<file path="src/rtl/pulse_train_generator_pkg.sv">
// Shared types and constants for the pulse train generator and its width source.
package pulse_train_generator_pkg;

  typedef enum logic [1:0] {
    IDLE,
    HIGH,
    LOW
  } state_e;

  localparam logic [15:0] LFSR_TAPS  = 16'hB400;
  localparam int          COUNT_BITS = 16;

endpackage

</file>
<file path="src/rtl/pulse_width_source.sv">
// Supplies the width of the next pulse; PULSE_GEN_SWEEP_EN swaps the LFSR for a
// linear sweep counter so every histogram bin gets exactly one hit per sweep.
module pulse_width_source
  import pulse_train_generator_pkg::*;
#(
  parameter int          WIDTH_BITS = 9,
  parameter int          MIN_WIDTH  = 4,
  parameter int          RANGE_BITS = 8,
  parameter logic [15:0] SEED       = 16'hACE1
) (
  input  logic                  clk,
  input  logic                  areset_n,
  input  logic                  advance_i,
  output logic [WIDTH_BITS-1:0] width_o
);

`ifdef PULSE_GEN_SWEEP_EN
  logic [RANGE_BITS-1:0] sweep_q;

  always_ff @(posedge clk or negedge areset_n) begin
    if (!areset_n) begin
      sweep_q <= '0;
    end else if (advance_i) begin
      sweep_q <= sweep_q + RANGE_BITS'(1);
    end
  end

  assign width_o = WIDTH_BITS'(MIN_WIDTH) + WIDTH_BITS'(sweep_q);
`else
  logic [15:0] lfsr_q;
  logic [15:0] lfsr_d;

  // The width is taken from the value the LFSR is about to step to.
  assign lfsr_d  = (lfsr_q >> 1) ^ (lfsr_q[0] ? LFSR_TAPS : 16'h0000);
  assign width_o = WIDTH_BITS'(MIN_WIDTH) + WIDTH_BITS'(lfsr_d[RANGE_BITS-1:0]);

  always_ff @(posedge clk or negedge areset_n) begin
    if (!areset_n) begin
      lfsr_q <= SEED;
    end else if (advance_i) begin
      lfsr_q <= lfsr_d;
    end
  end
`endif

endmodule

</file>
<file path="src/rtl/pulse_train_generator.sv">
// Emits bounded-width high pulses separated by a fixed gap between start/stop events.
// Build option PULSE_GEN_SWEEP_EN selects sweep widths instead of pseudo-random ones.
module pulse_train_generator
  import pulse_train_generator_pkg::*;
#(
  parameter int          WIDTH_BITS = 9,
  parameter int          MIN_WIDTH  = 4,
  parameter int          RANGE_BITS = 8,
  parameter int          GAP_CYCLES = 8,
  parameter logic [15:0] SEED       = 16'hACE1
) (
  input  logic                  clk,
  input  logic                  areset_n,
  input  logic                  start,
  input  logic                  stop,
  input  logic                  bram_reset_done,
  output logic                  pulse_out,
  output logic                  busy,
  output logic [15:0]           pulse_count,
  output logic [WIDTH_BITS-1:0] last_width
);

  localparam logic [WIDTH_BITS-1:0] W_ONE    = WIDTH_BITS'(1);
  localparam logic [WIDTH_BITS-1:0] GAP_LOAD = WIDTH_BITS'(GAP_CYCLES - 1);

  state_e                  state_q;
  logic                    start_q, stop_q, stop_pending_q, pulse_q;
  logic [WIDTH_BITS-1:0]   cnt_q, last_width_q, next_width;
  logic [COUNT_BITS-1:0]   count_q;
  logic                    start_rise, stop_rise, start_accept, gap_done, reload, advance;

  assign start_rise   = start & ~start_q;
  assign stop_rise    = stop & ~stop_q;
  assign start_accept = (state_q == IDLE) & start_rise & bram_reset_done & ~stop_rise;
  assign gap_done     = (state_q == LOW) & (cnt_q == '0);
  assign reload       = gap_done & ~(stop_pending_q | stop_rise);
  assign advance      = start_accept | reload;

  pulse_width_source #(
    .WIDTH_BITS(WIDTH_BITS),
    .MIN_WIDTH (MIN_WIDTH),
    .RANGE_BITS(RANGE_BITS),
    .SEED      (SEED)
  ) u_width (
    .clk      (clk),
    .areset_n (areset_n),
    .advance_i(advance),
    .width_o  (next_width)
  );

  // cnt_q holds the cycles remaining in the current high or low phase, minus one.
  always_ff @(posedge clk or negedge areset_n) begin
    if (!areset_n) begin
      state_q        <= IDLE;
      start_q        <= 1'b0;
      stop_q         <= 1'b0;
      stop_pending_q <= 1'b0;
      pulse_q        <= 1'b0;
      cnt_q          <= '0;
      last_width_q   <= '0;
      count_q        <= '0;
    end else begin
      start_q <= start;
      stop_q  <= stop;
      case (state_q)
        IDLE: begin
          if (start_accept) begin
            state_q      <= HIGH;
            pulse_q      <= 1'b1;
            cnt_q        <= next_width - W_ONE;
            last_width_q <= next_width;
          end
        end
        HIGH: begin
          if (stop_rise) stop_pending_q <= 1'b1;
          if (cnt_q == '0) begin
            state_q <= LOW;
            pulse_q <= 1'b0;
            cnt_q   <= GAP_LOAD;
            if (count_q != '1) count_q <= count_q + COUNT_BITS'(1);
          end else begin
            cnt_q <= cnt_q - W_ONE;
          end
        end
        LOW: begin
          if (gap_done) begin
            if (reload) begin
              state_q      <= HIGH;
              pulse_q      <= 1'b1;
              cnt_q        <= next_width - W_ONE;
              last_width_q <= next_width;
            end else begin
              state_q        <= IDLE;
              stop_pending_q <= 1'b0;
            end
          end else begin
            cnt_q <= cnt_q - W_ONE;
            if (stop_rise) stop_pending_q <= 1'b1;
          end
        end
        default: state_q <= IDLE;
      endcase
    end
  end

  assign pulse_out   = pulse_q;
  assign busy        = (state_q != IDLE);
  assign pulse_count = count_q;
  assign last_width  = last_width_q;

endmodule

</file>
<file path="config.mk">
export PLATFORM = sky130hd
export DESIGN_NAME = pulse_train_generator
export DESIGN_NICKNAME = d
export VERILOG_FILES = /design/src/rtl/pulse_train_generator_pkg.sv /design/src/rtl/pulse_width_source.sv /design/src/rtl/pulse_train_generator.sv
export SDC_FILE = /design/constraint.sdc
export NUM_CORES = 1
export LEC_CHECK = 0
export BUFFER_PORTS_ARGS = -buffer_cell sky130_fd_sc_hd__buf_4
export CORE_MARGIN = 3
export CORE_UTILIZATION = 63
export CTS_CLUSTER_DIAMETER = 50
export DETAILED_ROUTE_END_ITERATION = 10
export PLACE_DENSITY = 0.84
export SLEW_MARGIN = 20
export SYNTH_ARGS = -nofsm -noshare
export SYNTH_HDL_FRONTEND = slang
export SYNTH_SLANG_ARGS = --single-unit
export TNS_END_PERCENT = 1
</file>
<file path="constraint.sdc">
create_clock -name clk -period 5.2 [get_ports clk]
set_input_delay 1.04 -clock clk [delete_from_list [all_inputs] [get_ports clk]]
set_output_delay 1.04 -clock clk [all_outputs]
set_load 0.01 [all_outputs]
</file>
==> flow_summary.json <==
{
  "status": "completed",
  "fin_crit_sh_pct": 49.3,
  "first_pass_iters": 4,
  "drt_iter0_markers": 165,
  "worst-setup-path-type": "reg -> reg",
  "syn-cell-area_um2": 3100,
  "cts_tree": "done",
  "design_area_um2": 3460,
  "num_rows": 24,
  "cts_made_buffers": 5,
  "nNetsFinal": 331,
  "synth-seq-cells": 56,
  "antenna_cells": 0,
  "postSynth.asyncResetShare_pct": 100,
  "cts_resized": 0,
  "hold_viol_final": 0,
  "seq_area_frac_synth_pct": 45.6,
  "track_usage_pct": 22.7,
  "coreArea_um2": 4530,
  "synth_nets": 307,
  "routabilityCongestion": 0.872,
  "wire_per_inst_um": 16.2,
  "grt_antenna_before_repair": 0,
  "final.setup_skew_ps": 13.4,
  "rsz0062_at_grt": "no",
  "power_density_nw_per_um2": 521,
  "synth_cell_types": 61,
  "maxSlewViolCount": 0,
  "worst_pin_slew_ps": 825,
  "cts_setup_buffers": 0,
  "fill_cells": 310,
  "portBuffers": 31,
  "dieArea_um2": 5790,
  "finalSetupTns_ps": 0,
  "synth_edf_count": 0,
  "drtAntennaViolNets": 0,
  "fin_ws_ps": 2640,
  "grt_start_max_net_pins": 57,
  "hpwl_um": 4420,
  "period_minus_slack_ps": 2560,
  "cts.sinks": 56,
  "overflow": 0,
  "grt_pass1_wl_um": 10800,
  "clkTransAtPathRegs_ps": 100,
  "drc": 0,
  "finalSetupViolCount": 0,
  "vias_per_cell": 6.08,
  "drv_cap": 0,
  "wl_um": 6180,
  "area_delta_synth_final_pct": 11.8,
  "cts_buffer_depth": 2,
  "yosys_warnings": 0,
  "initial_core_util_pct": 68.3,
  "dp.cells": 374,
  "netlist_instances": 292,
  "max_slew_margin_pct": 45.0,
  "critPathLaunchType": "flip-flop",
  "crit_required_ps": 5390,
  "arrival_ps": 2750,
  "postCtsHoldBufs": 0,
  "insertion_delay_ps": 310,
  "syn_area_per_cell_um2": 10.6,
  "fin_cells": 382,
  "die_y_um": 76.1,
  "die_width_um": 76.1,
  "pin_count": 32,
  "vias": 2321,
  "placed_area_um2": 3350,
  "grt_pass1_vias": 2236,
  "max_freq_mhz": 390,
  "synth_top_flop_cell": "dfrtp_1",
  "htreeDepth": 2,
  "preCtsSetupSlack_ps": 2340,
  "endpoint_kind": "flip-flop",
  "cts_root_buf": "clkbuf_8",
  "leakage_nw": 1.53,
  "hp-class": "reg -> reg",
  "register_area_um2": 1410,
  "vdd_ir_drop_max_v": 0.000317,
  "drive_gt1_share_pct": 24.6,
  "multi_input_area_um2": 1580,
  "critPathMaxFanout": 9
}
==> Yosys cell counts (2+ instances only) <==
cell	count	area share, %
o21a_1	3	0.73
and2_1	3	0.61
nand4_1	7	1.4
and3_1	4	0.81
nor4_1	2	0.40
mux2_2	20	7.3
a22oi_1	2	0.48
or2_2	2	0.40
mux2i_1	3	0.97
o22ai_1	2	0.40
inv_1	12	1.5
xor2_1	9	2.5
nor3_1	5	0.81
nand2b_1	2	0.40
nor2b_1	3	0.61
o211ai_1	4	0.97
dfrtp_1	48	39
nand4b_1	3	0.85
a21oi_1	9	1.5
o2111ai_1	2	0.57
ha_1	10	4.0
xnor2_1	18	5.1
clkbuf_1	11	1.3
nand3_1	10	1.6
and4_1	4	1.1
nor3b_1	2	0.48
nor2_1	10	1.2
dfstp_2	8	6.8
a22o_1	5	1.4
nand2_1	20	2.4
o21ai_0	19	3.1
==> through the flow <==
step	util (%)	hold slack, ps	power, mW
detailed placement	74.0	473	1.52
global route	76.3	528	1.94
finish	76.3	484	1.80
CTS	76.3	486	1.81
global placement	74.0	468	1.49
floorplan	-	443	1.30
==> logic make-up after synthesis <==
group / after synthesis / share of synthesized area, %
mux: 24 / 8.61
buf+inv: 26 / 3.31
flops: 56 / 45.6
xor+xnor: 27 / 7.64
compound gates: 61 / 13.5
fa+ha+maj: 10 / 4.04
simple gates: 88 / 17.3
==> final timing paths <==
kind / from / to / slack, ps / cells after the start
worst max register to register: cnt_q[0] / last_width[0] / 2640 / 7
worst max-delay path: cnt_q[0] / last_width[0] / 2640 / 7
min in group asynchronous: areset_n / cnt_q[5] / 760 / 1
worst min-delay path: u_width.lfsr_q[10] / u_width.lfsr_q[10] / 480 / 2
worst min register to register: u_width.lfsr_q[10] / u_width.lfsr_q[10] / 480 / 2
max in group asynchronous: areset_n / u_width.lfsr_q[9] / 3980 / 1
==> report_power, final <==
part | total [mW] | leakage, nW | internal [mW] | switching (mW)
sequential | 0.719 | 0.711 | 0.572 | 0.146
combinational | 0.805 | 0.762 | 0.366 | 0.440
clock | 0.278 | 0.0552 | 0.143 | 0.135
total | 1.80 | 1.53 | 1.08 | 0.721
==> area by class of cell <==
| class | instances | share of cell area [%] |
|---|---|---|
| Inverter | 12 | 1.30 |
| Clock inverter | 2 | 1.01 |
| Sequential cell | 56 | 40.8 |
| Multi-Input combinational cell | 210 | 45.7 |
| Timing Repair Buffer | 31 | 6.72 |
| Tap cell | 65 | 2.35 |
| Clock buffer | 6 | 2.10 |
==> metal layers <==
metal / up-vias / part of all wire, % / routed length [um] / GRT usage [%]
met2: 68 / 48 / 2980 / 36.0
met3: 11 / 4.7 / 293 / 4.96
li1: 1104 / - / - / -
met4: 0 / 1.3 / 83 / 7.61
met5: - / 0 / 0 / 0
met1: 1138 / 46 / 2830 / 31.3
==> critical path, cell delays in order (launching register included) <==
cell	delay, ps
dfrtp_1	410
inv_1	120
ha_1	200
nor4b_4	390
nand2_2	180
or3_4	410
a21oi_4	340
mux2_2	390
==> cell usage in the layout, fill, tap and decap left out, types with 5 or more instances in the layout <==
cell type and count:
clkbuf_8 5, dfrtp_1 48, mux2_2 20, a22o_1 5
nand2_1 20, xnor2_1 18, inv_1 12, dfstp_2 8
xor2_1 9, nor3_1 5, o21ai_0 19, ha_1 10
buf_4 31, nor2_1 10, a21oi_1 9, nand4_1 7
nand3_1 10
==> flip-flops by register name, indices dropped and copies added (netlist names) <==
name            cells
pulse_count        16
stop_q              1
pulse_out           1
start_q             1
last_width          9
cnt_q               9
u_width.lfsr_q     16
state_q             2
stop_pending_q      1
(Power assumes the default switching activity.)
